==> config.mk <==
export PLATFORM = sky130hd
export DESIGN_NAME = phase_timer
export DESIGN_NICKNAME = d
export VERILOG_FILES = /design/src/rtl/traffic_pkg.sv /design/src/rtl/tick_prescaler.sv /design/src/rtl/phase_timer.sv
export SDC_FILE = /design/constraint.sdc
export NUM_CORES = 1
export LEC_CHECK = 0
export CAP_MARGIN = 5
export CORE_ASPECT_RATIO = 0.6
export CORE_UTILIZATION = 30
export CTS_CLUSTER_SIZE = 10
export DETAILED_ROUTE_END_ITERATION = 7
export GPL_TIMING_DRIVEN = 0
export RECOVER_POWER = 50
export SYNTH_ARGS = -nofsm -noshare
export SYNTH_HDL_FRONTEND = slang
export SYNTH_SLANG_ARGS = --single-unit
==> constraint.sdc <==
create_clock -name clk -period 2.8 [get_ports clk]
set_clock_uncertainty 0.15 [all_clocks]
set_input_delay 0.7 -clock clk [delete_from_list [all_inputs] [get_ports clk]]
set_output_delay 0.7 -clock clk [all_outputs]
set_load 0.01 [all_outputs]
==> src/rtl/traffic_pkg.sv <==
// rtl/traffic_pkg.sv - shared constants and types for the traffic controller and phase timer
package traffic_pkg;

  localparam int TIMER_W = 5;

  localparam logic [TIMER_W-1:0] GREEN_TIME    = 5'd30;
  localparam logic [TIMER_W-1:0] ORANGE_TIME   = 5'd3;
  localparam logic [TIMER_W-1:0] TIMER_RST_VAL = GREEN_TIME;
  // Shown while a load is pending; never equals 1, so the controller holds its state.
  localparam logic [TIMER_W-1:0] LOADING_VAL   = 5'd0;

  // Light encoding shared with the controller (one-hot red/orange/green).
  localparam logic [2:0] LIGHT_RED    = 3'b100;
  localparam logic [2:0] LIGHT_ORANGE = 3'b010;
  localparam logic [2:0] LIGHT_GREEN  = 3'b001;

  // Timer load sequencing: counting, or waiting to capture load_value.
  typedef enum logic {
    TMR_RUN     = 1'b0,
    TMR_CAPTURE = 1'b1
  } timer_state_e;

  // A phase time of 0 or 1 is treated as 1 so the count never underflows.
  function automatic logic [TIMER_W-1:0] floor_one(input logic [TIMER_W-1:0] v);
    return (v <= 5'd1) ? 5'd1 : v;
  endfunction

endpackage

==> src/rtl/tick_prescaler.sv <==
// rtl/tick_prescaler.sv - divides the system clock down to a one-cycle wrap pulse every TICK_DIV cycles
module tick_prescaler
  import traffic_pkg::*;
#(
  parameter int TICK_DIV = 50_000_000
) (
  input  logic clk,
  input  logic rst_n,
  input  logic clr,
  input  logic hold,
  output logic wrap
);

  localparam int CW = (TICK_DIV > 1) ? $clog2(TICK_DIV) : 1;
  localparam logic [CW-1:0] LAST = CW'(TICK_DIV - 1);

  logic [CW-1:0] cnt_q, cnt_d;

  // Next count: clear wins over hold; wrap fires only on a counting terminal cycle.
  always_comb begin
    cnt_d = cnt_q;
    wrap  = 1'b0;
    if (clr) begin
      cnt_d = '0;
    end else if (!hold) begin
      if (cnt_q == LAST) begin
        cnt_d = '0;
        wrap  = 1'b1;
      end else begin
        cnt_d = cnt_q + 1'b1;
      end
    end
  end

  // Prescaler count register.
  always_ff @(posedge clk or negedge rst_n) begin
    if (!rst_n) cnt_q <= '0;
    else        cnt_q <= cnt_d;
  end

endmodule

==> src/rtl/phase_timer.sv <==
// rtl/phase_timer.sv - phase-duration countdown timer; optional freeze input via PHASE_TIMER_FREEZE_EN
module phase_timer
  import traffic_pkg::*;
#(
  parameter int TICK_DIV = 50_000_000
) (
  input  logic               clk,
  input  logic               rst_n,
  input  logic               load_counter,
  input  logic [TIMER_W-1:0] load_value,
`ifdef PHASE_TIMER_FREEZE_EN
  input  logic               freeze,
`endif
  output logic [TIMER_W-1:0] counter_value,
  output logic               tick,
  output logic               busy
);

  timer_state_e       state_q, state_d;
  logic [TIMER_W-1:0] cnt_q, cnt_d;
  logic               tick_q, tick_d;
  logic               hold;
  logic               clr;
  logic               wrap;

`ifdef PHASE_TIMER_FREEZE_EN
  assign hold = freeze;
`else
  assign hold = 1'b0;
`endif

  // Loads and the capture cycle both restart the one-second interval.
  assign clr = load_counter || (state_q == TMR_CAPTURE);

  tick_prescaler #(
    .TICK_DIV(TICK_DIV)
  ) u_prescaler (
    .clk  (clk),
    .rst_n(rst_n),
    .clr  (clr),
    .hold (hold),
    .wrap (wrap)
  );

  // Next state: load beats capture beats decrement; freeze suppresses wrap in the prescaler.
  always_comb begin
    state_d = TMR_RUN;
    cnt_d   = cnt_q;
    tick_d  = 1'b0;
    if (load_counter) begin
      state_d = TMR_CAPTURE;
      cnt_d   = LOADING_VAL;
    end else if (state_q == TMR_CAPTURE) begin
      cnt_d   = floor_one(load_value);
    end else if (wrap) begin
      tick_d  = 1'b1;
      cnt_d   = (cnt_q > 5'd1) ? (cnt_q - 5'd1) : 5'd1;
    end
  end

  // State, counter and tick registers.
  always_ff @(posedge clk or negedge rst_n) begin
    if (!rst_n) begin
      state_q <= TMR_RUN;
      cnt_q   <= TIMER_RST_VAL;
      tick_q  <= 1'b0;
    end else begin
      state_q <= state_d;
      cnt_q   <= cnt_d;
      tick_q  <= tick_d;
    end
  end

  assign counter_value = cnt_q;
  assign tick          = tick_q;
  assign busy          = (state_q == TMR_CAPTURE);

endmodule

==> summary.txt <==
Cells and area
  • Final Net Count: 238
  • Fillers: 590
  • Layout Cells excl Fill: between 300 and 400
  • Area Overhead vs Synth: 17.0%
  • Diodes inserted: 0
  • Share of post-route cells with drive strength above 1: 7.05%

Clocking
  • Hold_buf cts: 0
  • Clock Tree Root: clkbuf_8
  • Cts repair resizes: 0
  • Clock Pin Slew Worst Setup and Hold Paths: ~0.08 ns
  • Clock buffer count from CTS: 5
  • CTS H-Tree Depth: 2
  • CTS tree: done
  • Max clock buf depth: 2
  • Post-CTS Setup Bufs: 0
  • # clock sinks: 33
  • Latest clock arrival within the worst-skew pair: a little under 0.3 ns

Pwr
  • Leakage: 0.000775 uW
  • Reg power frac: a little over half
  • Internal power: approximately 690 uW
  • Pwr Density: around 430 nW/um^2
  • Combinational power share: about 8.0%
  • Psw: ~250 uW
  • Sw Ratio: about a quarter
  • Max IR drop VDD: ~0.00015 V
  • Clock share of power: 39.1%

Place
  • Placed insts: between 200 and 300
  • DP Worst Slack: between 0.3 and 0.4 ns
  • Port bufs: 14
  • RD Place Congestion: approximately 0.8
  • Hpwl dp: approximately 3.4 mm

Die
  • Row count: 21
  • Die height: roughly 63 microns
  • Core area: between 5000 and 6000 sq um
  • Initial Util: 32.5%
  • Die ar.: ~6600 sq um
  • Num ports: 15
  • Chip Width: around 100 microns

STA
  • Least-Margin Pin Slew: about 1.8 ns
  • Setup TNS: 0 ns
  • Crit share post-route: a little under nine tenths
  • Post-layout min period: around 2.4 ns
  • Setup violations, final: 0
  • Final worst setup slack: between 0.4 and 0.5 ns
  • RSZ-0062 raised after global routing: false
  • Min Hold Slack: around 0.38 ns
  • Rel. slew slack: -20.8%
  • Fin. Hold Viols: 0
  • Max-slew violation count: 34
  • Max Clk Rate: approximately 0.42 GHz

Route
  • WL per Instance: 15.3 microns
  • Vias: roughly 1.7k
  • Drt total wl: 4.69 mm
  • Antenna Violating Nets Remaining: 0
  • Via density per instance: roughly 5.6
  • First-pass DRT Iterations: 5
  • DRC violation count after routing: 0
  • Initial DRC count: 112

Status
  • Violated checks: capacitance limit, slew limit
  • Outcome: finished with violations

Setup path
  • Type of origin of the critical path: register
  • CP Capture Type: register
  • Crit path max fanout: 10
  • CP Class: reg -> reg
  • Crit path arrival time: about 2.4 ns
  • Worst EP required: 2.83 ns

Synthesis
  • Avg Synthesized Cell Area: around 9 sq um
  • Gate Count Post-Synth: between 200 and 250
  • Yosys cell types: 38
  • Post-Syn Nets: 217
  • Synth Cell Area: between 1500 and 2000 sq um
  • #FFs+latches synth: 33
  • Ys Warns: 0
  • Seq/Total Area, Yosys: between 40% and 50%

Global route
  • Vias in the first global route: 1,639
  • Initial antenna violation count: 0
  • Largest net degree at the start of global routing: 34
  • First-pass GRT wire length: between 8 and 9 mm
  • Total Routing Usage GR: between 10% and 20%
  • Overflow after GRT: 0

Flow run
  • Maxcap violations: 1

Min path
  • Worst min-delay path class: reg -> reg
registers in the layout (all words and copies together), names as in the netlist:
register           cells
u_prescaler.cnt_q     26
counter_value          5
busy                   1
tick                   1
worst max-delay path: stages (launching register included):
cell and delay (ns):
dfrtp_1 0.46, nor4b_1 0.52, nand4_1 0.36, o21ai_2 0.38, buf_2 0.32, nor2_1 0.08
area by class of cell:
class                   count  area [sq um]  share of cell area, %
flip-flops and latches     33           831                   37.6
multi-input cells         155           990                   44.8
well taps                  80           100                   4.54
repair buffers             14           134                   6.07
plain buffers               5          21.3                  0.964
clock buffers               5          68.8                   3.12
clock inverters             3          17.5                  0.794
inverters                  12          45.0                   2.04
metal layers:
metal  global-route usage, %  wire length (microns)
met1                    24.9                   2570
met4                    3.75                     30
met2                    20.5                   1710
met3                    5.28                    385
met5                    2.38                      0
Yosys cell counts (all sizes together):
| cell | number | area, sq um |
|---|---|---|
| a2bb2o | 1 | 10.0 |
| nor4 | 8 | 50.1 |
| a31oi | 3 | 18.8 |
| o31ai | 8 | 60.1 |
| dfstp | 4 | 105 |
| or3 | 6 | 42.5 |
| xnor2 | 12 | 105 |
| nor4b | 3 | 26.3 |
| nand3 | 9 | 45.0 |
| nor2 | 22 | 82.6 |
| a211o | 1 | 8.76 |
| or4 | 9 | 67.6 |
| nand2b | 1 | 6.26 |
| and3 | 2 | 12.5 |
| buf | 2 | 10.0 |
| nand4b | 2 | 17.5 |
| or4b | 1 | 10.0 |
| o21ai | 8 | 43.8 |
| nand4 | 10 | 62.6 |
| nor3b | 1 | 7.51 |
| and4 | 5 | 43.8 |
| ha | 4 | 50.1 |
| dfrtp | 29 | 726 |
| a2111o | 1 | 11.3 |
| o21bai | 1 | 7.51 |
| inv | 12 | 45.0 |
| a21oi | 12 | 60.1 |
| a41oi | 1 | 8.76 |
| nor3 | 5 | 25.0 |
| xor2 | 1 | 8.76 |
| clkbuf | 3 | 11.3 |
| nor4bb | 1 | 10.0 |
| o311a | 1 | 10.0 |
| a221oi | 3 | 26.3 |
| and2 | 1 | 6.26 |
| nand2 | 12 | 45.0 |
through the flow:
| stage | utilization (%) | instance area [sq um] | total power, uW |
|---|---|---|---|
| floorplan | - | 1890 | 540 |
| global placement | 36.6 | 2130 | 583 |
| detailed placement | 36.5 | 2120 | 582 |
| CTS | 38.0 | 2210 | 947 |
| global route | 38.0 | 2210 | 986 |
| finish | 38.0 | 2210 | 938 |
logic make-up after synthesis:
group | Yosys count | share of synthesized area, %
compound gates | 40 | 14.1
flops | 33 | 44.0
buf+inv | 17 | 3.51
simple gates | 98 | 29.7
fa+ha+maj | 4 | 2.65
xor+xnor | 13 | 6.03
power groups by stage:
stage	Sequential [uW]	Combinational [uW]	Clock, uW
detailed placement	506	76.4	0
CTS	497	76.7	374
global placement	506	77.4	0
finish	497	74.7	367
global route	499	85.7	402
floorplan	506	34.3	0
cell usage in the layout, fill, tap and decap left out, types with 7 or more instances in the layout:
master,n
o21ai_0,7
inv_1,12
dfrtp_1,29
o31ai_1,8
nand4_1,10
a21oi_1,12
nand3_1,9
or4_1,9
nor4_1,8
nor2_1,22
xnor2_1,12
nand2_1,12
clkdlybuf4s50_1,11
path summary, 6_finish.rpt:
path	start	endpoint	slack, ns	cells after the start
max reg2reg	u_prescaler.cnt_q[10]	u_prescaler.cnt_q[4]	0.42	5
max	u_prescaler.cnt_q[10]	u_prescaler.cnt_q[4]	0.42	5
max in group asynchronous	rst_n	u_prescaler.cnt_q[22]	0.71	1
min in group asynchronous	rst_n	u_prescaler.cnt_q[5]	0.74	1
min reg2reg	u_prescaler.cnt_q[0]	u_prescaler.cnt_q[0]	0.38	1
min	u_prescaler.cnt_q[0]	u_prescaler.cnt_q[0]	0.38	1
Note: power is estimated with default switching activity, not from simulation.
